File: src/rtl/vend_pkg.sv
// Shared types and constants for the vend dispense controller.
package vend_pkg;

  localparam int unsigned CHG_W = 3;

  typedef enum logic [2:0] {
    ST_IDLE,
    ST_SODA,
    ST_GAP,
    ST_COIN,
    ST_FAULT
  } state_t;

  localparam logic [CHG_W-1:0] CHG_NONE = 3'd0;
  localparam logic [CHG_W-1:0] CHG_5    = 3'd1;
  localparam logic [CHG_W-1:0] CHG_10   = 3'd2;
  localparam logic [CHG_W-1:0] CHG_15   = 3'd3;
  localparam logic [CHG_W-1:0] CHG_20   = 3'd4;

endpackage

File: src/rtl/vend_if.sv
// Vend pulse, motor handshakes and status flags between the vending FSM/motors and the dispense controller.
interface vend_if;

  logic                       i_soda;
  logic [vend_pkg::CHG_W-1:0] i_change;
  logic                       i_soda_ack;
  logic                       i_coin_ack;
  logic                       o_soda_req;
  logic                       o_coin_req;
  logic                       o_busy;
  logic                       o_full;
  logic                       o_drop;
  logic                       o_fault;

  modport master (
    output i_soda, i_change, i_soda_ack, i_coin_ack,
    input  o_soda_req, o_coin_req, o_busy, o_full, o_drop, o_fault
  );

  modport slave (
    input  i_soda, i_change, i_soda_ack, i_coin_ack,
    output o_soda_req, o_coin_req, o_busy, o_full, o_drop, o_fault
  );

endinterface

File: src/rtl/vend_fifo.sv
// Show-ahead synchronous FIFO holding the change code of each pending vend.
module vend_fifo #(
  parameter int unsigned DEPTH = 4,
  parameter int unsigned W     = 3
) (
  input  logic                         clk,
  input  logic                         reset,
  input  logic                         wr,
  input  logic [W-1:0]                 wdata,
  input  logic                         rd,
  output logic [W-1:0]                 head_c,
  output logic [$clog2(DEPTH+1)-1:0]   count,
  output logic                         full_c,
  output logic                         empty_c
);

  localparam int unsigned AW = $clog2(DEPTH);
  localparam int unsigned CW = $clog2(DEPTH+1);

  logic [W-1:0]  mem [DEPTH];
  logic [AW-1:0] wptr;
  logic [AW-1:0] rptr;

  assign head_c  = mem[rptr];
  assign full_c  = (count == CW'(DEPTH));
  assign empty_c = (count == '0);

  // Pointers wrap naturally because DEPTH is a power of two.
  always_ff @(posedge clk) begin
    if (reset) begin
      wptr  <= '0;
      rptr  <= '0;
      count <= '0;
    end else begin
      if (wr) wptr <= wptr + AW'(1);
      if (rd) rptr <= rptr + AW'(1);
      count <= count + CW'(wr) - CW'(rd);
    end
  end

  always_ff @(posedge clk) begin
    if (wr) mem[wptr] <= wdata;
  end

endmodule

File: src/rtl/vend_dispense_ctrl.sv
// Queues vend pulses and sequences soda then nickel motors through req/ack
// handshakes with inter-request gaps and a per-request timeout fault.
module vend_dispense_ctrl
  import vend_pkg::*;
#(
  parameter int unsigned DEPTH      = 4,
  parameter int unsigned GAP_CYCLES = 2,
  parameter int unsigned TIMEOUT    = 1000
) (
  input  logic  i_clk,
  input  logic  i_reset,
  vend_if.slave bus
);

  localparam int unsigned TMR_W = $clog2(TIMEOUT+1);
  localparam int unsigned GAP_W = $clog2(GAP_CYCLES+1);
  localparam int unsigned CNT_W = $clog2(DEPTH+1);

  state_t             state, state_nxt;
  logic [TMR_W-1:0]   timer, timer_nxt;
  logic [GAP_W-1:0]   gap_cnt, gap_nxt;
  logic [CHG_W-1:0]   coin_cnt, coin_nxt;
  logic [CNT_W-1:0]   count, count_nxt;
  logic [CHG_W-1:0]   head_c;
  logic               full_c, empty_c;
  logic               pop, wr;

  vend_fifo #(.DEPTH(DEPTH), .W(CHG_W)) u_fifo (
    .clk     (i_clk),
    .reset   (i_reset),
    .wr      (wr),
    .wdata   (bus.i_change),
    .rd      (pop),
    .head_c  (head_c),
    .count   (count),
    .full_c  (full_c),
    .empty_c (empty_c)
  );

  // A same-cycle pop frees the slot, so a full FIFO still accepts a vend.
  assign wr        = bus.i_soda && (state != ST_FAULT) && (!full_c || pop);
  assign count_nxt = count + CNT_W'(wr) - CNT_W'(pop);

  always_comb begin
    state_nxt = state;
    timer_nxt = timer;
    gap_nxt   = gap_cnt;
    coin_nxt  = coin_cnt;
    pop       = 1'b0;
    case (state)
      ST_IDLE: begin
        if (!empty_c) begin
          pop       = 1'b1;
          coin_nxt  = head_c;
          timer_nxt = '0;
          state_nxt = ST_SODA;
        end
      end
      ST_SODA: begin
        if (bus.i_soda_ack) begin
          gap_nxt   = GAP_W'(GAP_CYCLES);
          state_nxt = ST_GAP;
        end else if (timer == TMR_W'(TIMEOUT-1)) begin
          state_nxt = ST_FAULT;
        end else begin
          timer_nxt = timer + TMR_W'(1);
        end
      end
      ST_GAP: begin
        if (gap_cnt <= GAP_W'(1)) begin
          if (coin_cnt != '0) begin
            timer_nxt = '0;
            state_nxt = ST_COIN;
          end else begin
            state_nxt = ST_IDLE;
          end
        end else begin
          gap_nxt = gap_cnt - GAP_W'(1);
        end
      end
      ST_COIN: begin
        if (bus.i_coin_ack) begin
          if (coin_cnt != '0) coin_nxt = coin_cnt - CHG_W'(1);
          gap_nxt   = GAP_W'(GAP_CYCLES);
          state_nxt = ST_GAP;
        end else if (timer == TMR_W'(TIMEOUT-1)) begin
          state_nxt = ST_FAULT;
        end else begin
          timer_nxt = timer + TMR_W'(1);
        end
      end
      ST_FAULT: state_nxt = ST_FAULT;
      default:  state_nxt = ST_IDLE;
    endcase
  end

  // Outputs are decoded from next-state so they line up with the state register.
  always_ff @(posedge i_clk) begin
    if (i_reset) begin
      state          <= ST_IDLE;
      timer          <= '0;
      gap_cnt        <= '0;
      coin_cnt       <= '0;
      bus.o_soda_req <= 1'b0;
      bus.o_coin_req <= 1'b0;
      bus.o_busy     <= 1'b0;
      bus.o_full     <= 1'b0;
      bus.o_drop     <= 1'b0;
      bus.o_fault    <= 1'b0;
    end else begin
      state          <= state_nxt;
      timer          <= timer_nxt;
      gap_cnt        <= gap_nxt;
      coin_cnt       <= coin_nxt;
      bus.o_soda_req <= (state_nxt == ST_SODA);
      bus.o_coin_req <= (state_nxt == ST_COIN);
      bus.o_busy     <= (state_nxt != ST_IDLE) || (count_nxt != '0);
      bus.o_full     <= (count_nxt == CNT_W'(DEPTH)) || (state_nxt == ST_FAULT);
      bus.o_drop     <= bus.i_soda && !wr;
      bus.o_fault    <= (state_nxt == ST_FAULT);
    end
  end

endmodule

File: src/flat_wrapper.sv
// flat-port wrapper written by rule: the top's interface ports become plain ports
module vend_dispense_ctrl_flat import vend_pkg::*;
#(
  parameter int unsigned DEPTH      = 4,
  parameter int unsigned GAP_CYCLES = 2,
  parameter int unsigned TIMEOUT    = 1000
)
  (i_clk, i_reset, bus_i_soda, bus_i_change, bus_i_soda_ack, bus_i_coin_ack, bus_o_soda_req, bus_o_coin_req, bus_o_busy, bus_o_full, bus_o_drop, bus_o_fault);
  vend_if bus_i ();
  input  logic i_clk;
  input  logic i_reset;
  input wire logic [$bits(bus_i.i_soda)-1:0] bus_i_soda;
  input wire logic [$bits(bus_i.i_change)-1:0] bus_i_change;
  input wire logic [$bits(bus_i.i_soda_ack)-1:0] bus_i_soda_ack;
  input wire logic [$bits(bus_i.i_coin_ack)-1:0] bus_i_coin_ack;
  output wire logic [$bits(bus_i.o_soda_req)-1:0] bus_o_soda_req;
  output wire logic [$bits(bus_i.o_coin_req)-1:0] bus_o_coin_req;
  output wire logic [$bits(bus_i.o_busy)-1:0] bus_o_busy;
  output wire logic [$bits(bus_i.o_full)-1:0] bus_o_full;
  output wire logic [$bits(bus_i.o_drop)-1:0] bus_o_drop;
  output wire logic [$bits(bus_i.o_fault)-1:0] bus_o_fault;
  assign bus_i.i_soda = bus_i_soda;
  assign bus_i.i_change = bus_i_change;
  assign bus_i.i_soda_ack = bus_i_soda_ack;
  assign bus_i.i_coin_ack = bus_i_coin_ack;
  assign bus_o_soda_req = bus_i.o_soda_req;
  assign bus_o_coin_req = bus_i.o_coin_req;
  assign bus_o_busy = bus_i.o_busy;
  assign bus_o_full = bus_i.o_full;
  assign bus_o_drop = bus_i.o_drop;
  assign bus_o_fault = bus_i.o_fault;
  vend_dispense_ctrl #(.DEPTH(DEPTH), .GAP_CYCLES(GAP_CYCLES), .TIMEOUT(TIMEOUT)) u_core (.i_clk(i_clk), .i_reset(i_reset), .bus(bus_i));
endmodule
File: config.mk
export PLATFORM = sky130hd
export DESIGN_NAME = vend_dispense_ctrl_flat
export DESIGN_NICKNAME = d
export VERILOG_FILES = /design/src/rtl/vend_pkg.sv /design/src/rtl/vend_if.sv /design/src/rtl/vend_fifo.sv /design/src/rtl/vend_dispense_ctrl.sv /design/src/flat_wrapper.sv
export SDC_FILE = /design/constraint.sdc
export NUM_CORES = 1
export LEC_CHECK = 0
export ABC_AREA = 1
export BUFFER_PORTS_ARGS = -buffer_cell sky130_fd_sc_hd__buf_4
export CAP_MARGIN = 10
export CORE_ASPECT_RATIO = 0.6
export CORE_MARGIN = 2
export CORE_UTILIZATION = 32
export DETAILED_ROUTE_END_ITERATION = 8
export SLEW_MARGIN = 20
export SYNTH_ARGS = -nofsm -noshare
export SYNTH_HDL_FRONTEND = slang
export SYNTH_SLANG_ARGS = --single-unit
File: constraint.sdc
create_clock -name i_clk -period 2.9 [get_ports i_clk]
set_input_delay 0.29 -clock i_clk [delete_from_list [all_inputs] [get_ports i_clk]]
set_output_delay 0.29 -clock i_clk [all_outputs]
set_load 0.01 [all_outputs]
-- Word-level counts from Yosys, hierarchy flattened
Memories as Yosys holds them, arrays and structs flattened. A register that Yosys moved wholly into a read port is not among the register bits.
Index checks and enable logic that the tools add are counted.
- bitwise gates (word level): 0
- muxes and demuxes: 28
- $add $sub $neg: 7
- div/mod/pow operators: 0
- equality and inequality tests: 20
- shift operators: 0
- multipliers: 0
- reduce and logical (&&, ||, !) cells: 19
- magnitude comparators: 1
- operators with widths (kind ; number):
    $mux W10 ; 6
    $pmux W10 S4 ; 1
    $mux W3 ; 8
    $pmux W3 S5 ; 1
    $eq A3 B3 Y1 const B ; 4
    $mux W2 ; 6
    $ne A2 B2 Y1 const B ; 6
    $reduce_bool A3 Y1 ; 4
    $add A10 B1 Y10 const B ; 1
    $eq A10 B10 Y1 const B ; 1
    $eq A3 B2 Y1 const B ; 3
    $reduce_and A4 Y1 ; 2
    $eq A3 B1 Y1 const B ; 2
    $logic_not A3 Y1 ; 2
    $ne A2 B1 Y1 const B ; 3
    $pmux W2 S3 ; 1
    $pmux W3 S2 ; 1
    $reduce_and A6 Y1 ; 1
    $add A2 B1 Y2 const B ; 2
    $mux W1 ; 4
    $reduce_bool A4 Y1 ; 1
    $add A3 B1 Y3 ; 1
    $logic_and A1 B1 Y1 ; 3
    $logic_or A1 B1 Y1 ; 3
    other kinds (7) ; 8
- bits in writable memories: 12
- output and inout bits: 6
- latch bits: 0
- bits in registers: 31
- memories: 1
- ROM bits: 0
- memory list (name ; words ; bits a word ; rd ports ; clocked after memory_dff ; wr ports ; RTL line ; text):
    u_core.u_fifo.mem ; 4 ; 3 ; 1 ; 1 ; 1 ; vend_fifo.sv:20 ; logic [W-1:0] mem [DEPTH];

-- Logic depth before layout (Yosys ltp)
- depth after elaboration: 9
- mapped depth: 15
- gate-level depth less buffers: 15

-- Cells and area by module
A second synthesis with hierarchy kept.
- cells, all modules: 319
- area, all modules: 2369.8 µm²
- by module, submodules not included (module ; sequential area each (µm²) ; area an instance (µm²) ; instances ; cells each):
    vend_dispense_ctrl ; 480.5 ; 1461.4 ; 1 ; 231
    vend_fifo ; 540.5 ; 908.4 ; 1 ; 88

-- Worst setup path after synthesis
OpenSTA, ideal clock, no wires.
- path kind: register to register
- start: register u_core.state[2]
- end: register u_core.bus.o_busy
- arrival time: 2.223 ns
- data required time: 2.772 ns
- cell stages (with the launch flop): 16
- setup slack: 0.550 ns
- path buffers: 0
- cell sequence: dfxtp_1 > inv_2 > nand2_1 > inv_2 > nand2_2 > inv_1 > ha_1 > inv_1 > ha_1 > fa_1 > nor2_1 > inv_1 > nor2_1 > nand2_1 > nor2_1 > nor2_1
- cells in the longest elaborated chain, start to end: 8
- elaborated cells on any way between the ends: 21
- ends and longest elaborated chain (what ; RTL line ; text):
    from (decl) ; vend_dispense_ctrl.sv:19 ; state_t state, state_nxt;
    from (signal assigned) ; vend_dispense_ctrl.sv:111 ; state <= state_nxt;
    $logic_not A3 Y1 (*) ; vend_dispense_ctrl.sv:50 ; case (state)
    $mux W1 (*) ; vend_dispense_ctrl.sv:50 ;
    named net u_core.pop ; vend_dispense_ctrl.sv:26 ; logic pop, wr;
    $logic_or A1 B1 Y1 ; vend_dispense_ctrl.sv:41 ; assign wr = bus.i_soda && (state != ST_FAULT) && (!full_c || pop);
    $logic_and A1 B1 Y1 ; vend_dispense_ctrl.sv:41 ;
    $add A3 B1 Y3 ; vend_dispense_ctrl.sv:42 ; assign count_nxt = count + CNT_W'(wr) - CNT_W'(pop);
    $sub A3 B1 Y3 (*) ; vend_dispense_ctrl.sv:42 ;
    named net u_core.count_nxt[1] ; vend_dispense_ctrl.sv:23 ; logic [CNT_W-1:0] count, count_nxt;
    $reduce_bool A3 Y1 (*) ; vend_dispense_ctrl.sv:117 ; bus.o_busy <= (state_nxt != ST_IDLE) || (count_nxt != '0);
    $logic_or A1 B1 Y1 (*) ; vend_dispense_ctrl.sv:117 ;
    to (signal assigned) ; vend_dispense_ctrl.sv:117 ;
    to (decl) ; vend_if.sv:22 ; output o_soda_req, o_coin_req, o_busy, o_full, o_drop, o_fault
The timed path passes the listed nets; every way through them passes the cells marked *.
A chain may end at the register's enable or synchronous reset.

-- Final worst setup path
Same ends and word-level chain as after synthesis.

==> run metrics <==
run status finished, final reports clean; M1 WL about 2700 um; Yosys top cell by area dfxtp_1; Achievable Freq ~390 MHz; Resized cells post-CTS 0; vias per cell between 4 and 5; DRT Wirelength about 4700 um; initial antenna violation count 0; met3 routed WL 261 um; Worst setup SP type register; total CTS buffers 5; DR iter-0 viols 78; Final GP Congestion 0.816; Fillers around 700; setup TNS 0 ps; Final period util 87.3%; CTS tree done; GRT Residual Overflow 0; mux share of post-synthesis cell area 0%; Post-synth EDFFs 12; CP Data Required Time 3070 ps; clk_lat worst skew between 200 and 300 ps; synthesized area per cell between 7 and 8 um2; sequential share of the synthesized area 44.5%; routed wl met2 ~1700 um; min cycle time layout between 2000 and 3000 ps; Synth Area in Simple Gates between 20% and 30%; Initial Util between 30% and 40%; Crit Path Max Fanout 6; postcts setup bufs 0; Reg area around 0.0010 mm2; Synth async-reset ratio 0%; DP Wirelength between 3000 and 4000 um; FF+latch count, synth between 40 and 50; CTS root buffer clkbuf_16; multi-input logic area 0.00106 mm2; largest net degree at the start of global routing 20; # DRC 0; # setup viols final 0; # port buffers 13; first-pass GRT wire length just over 8000 um; Pwr Density 902 mW/mm2; Clock Sinks 45; Worst-path clk slew 70 ps; post-synthesis cell count 309; vias in the first global route ~1,700; Area growth syn-to-layout 14.4%; Top Layer Used met4; die area ~0.008 mm2; hold_buf cts 0; Inserted Diodes 0; Slew @ Worst Pin about 380 ps; clock buffer depth 2; Post-DRT Antenna Nets 0; via count about 1,900; main combinational cell family by area after synthesis simple AND/OR/NAND/NOR gates; CP Class reg2reg; Place WS 390 ps; Yosys top cell area share between 20% and 30%; crit end category register; Post-Syn Nets between 300 and 400; Unique masters post-synth 24; mapped cell area around 0.0023 mm2; ranking of synthesized cells by area dfxtp_1, edfxtp_1, nand2_1; DR WL/cell roughly 11 um; Yosys warning total 0; # rows 23; H-tree levels 2; endpoints failing hold 0; XOR/XNOR share of the synthesized area about 1.5%; IO Pins 14; Top FF cell, synth dfxtp_1; Max-Cap Viols 0; CORE AREA 0.00682 mm2; relative slew slack between 70% and 80%; WP data arrival between 2000 and 3000 ps; crit path setup slack, layout approximately 370 ps; Post-Synth Adder-Cell Area around 6.3%; unrepaired setup endpoints after global routing false; Detailed Routing Iterations Pass 1 4; share of layout cells above drive strength 1 approximately a tenth; total track usage 13.0%; Slew Viols, Final 0; Hold Crit Class in2reg; leakage power 1.13 nW; # nets final ~350; IR drop worst, VDD ~480 uV; Compound-Gate Fraction of Synth Area ~12%; die width roughly 110 um; skew final 6.72 ps; Die Y 69.6 um
==> cells in the mapped netlist (3+ instances only) <==
library cell   n
nand2_1       72
inv_1         50
nor2_1        44
dfxtp_1       33
a21oi_1       26
o21ai_0       19
edfxtp_1      12
nand3_1       11
ha_1          10
nand4_1        4
inv_2          3
nand2_2        3
nand3_2        3
nor2_2         3
o21bai_1       3
==> path summary, 6_finish.rpt <==
check / start / endpoint / slack [ps] / cells past startpoint
max: u_core.state[2] / u_core.bus.o_busy / 370 / 15
min: bus_i_change[1] / u_core.u_fifo.mem[0][1] / 210 / 1
max reg2reg: u_core.state[2] / u_core.bus.o_busy / 370 / 15
min reg2reg: u_core.u_fifo.rptr[1] / u_core.u_fifo.rptr[1] / 470 / 2
==> stage by stage <==
step / total power [mW] / hold slack, ps / std cells / cell area (um2) / utilization, %
CTS: 2.38 / 202 / 414 / 2630 / 38.5
global route: 2.59 / 199 / 414 / 2630 / 38.5
detailed placement: 1.83 / 459 / 406 / 2480 / 36.4
floorplan: 1.60 / 389 / 309 / 2290 / -
finish: 2.37 / 206 / 414 / 2630 / 38.5
global placement: 1.82 / 449 / 406 / 2480 / 36.4
==> cells by family after synthesis <==
logic type,after synthesis
simple gates,144
buf+inv,56
compound gates,49
flops,45
fa+ha+maj,11
xor+xnor,4
==> flip-flops by register name, summed over array words and instances (netlist names), named ones only <==
signal / cells
u_core.bus.o_drop: 1
u_core.u_fifo.count: 3
u_core.u_fifo.rptr: 2
u_core.u_fifo.mem: 12
u_core.bus.o_full: 1
u_core.state: 3
u_core.gap_cnt: 2
u_core.bus.o_coin_req: 1
u_core.bus.o_soda_req: 1
u_core.timer: 10
u_core.coin_cnt: 3
u_core.u_fifo.wptr: 2
u_core.bus.o_busy: 1
u_core.bus.o_fault: 1
==> layer usage <==
layer	global-route usage [%]	vias to the layer above
li1	-	1006
met4	3.66	0
met2	17.2	41
met3	2.62	4
met5	0	-
met1	20.8	820
==> critical path, stage by stage, from the launching register on <==
cell and delay (ps):
dfxtp_1 480, inv_2 90, nand2_1 130, inv_2 70, nand2_2 80, inv_1 90, ha_1 280, inv_1 40
ha_1 190, fa_1 500, nor2_1 150, inv_1 50, nor2_1 90, nand2_1 50, nor2_1 80, nor2_1 40
==> final cells by class <==
cell class | count | share of cell area, %
Clock buffer | 5 | 4.77
Clock inverter | 3 | 0.667
Inverter | 53 | 7.58
Multi-Input combinational cell | 208 | 40.2
Sequential cell | 45 | 38.9
Tap cell | 87 | 4.15
Timing Repair Buffer | 13 | 3.72
==> cells in the final DEF, fill, tap and decap left out, drive strengths merged <==
cell    netlist  layout
a21oi        26      26
buf           1      13
clkbuf        2       5
clkinv        0       3
dfxtp        33      33
edfxtp       12      12
fa            1       1
ha           10      10
inv          53      53
nand2        75      75
nand3        14      14
nand3b        1       1
nand4         4       4
nor2         48      48
nor3          2       2
o21ai        20      20
o21bai        3       3
xnor2         2       2
xor2          2       2
==> report_power, final <==
| part | switching (mW) | total [mW] | internal, mW |
|---|---|---|---|
| registers | 0.0885 | 0.860 | 0.772 |
| clock network | 0.241 | 0.557 | 0.316 |
| logic | 0.628 | 0.951 | 0.323 |
Power figures use the tool's default switching activity.
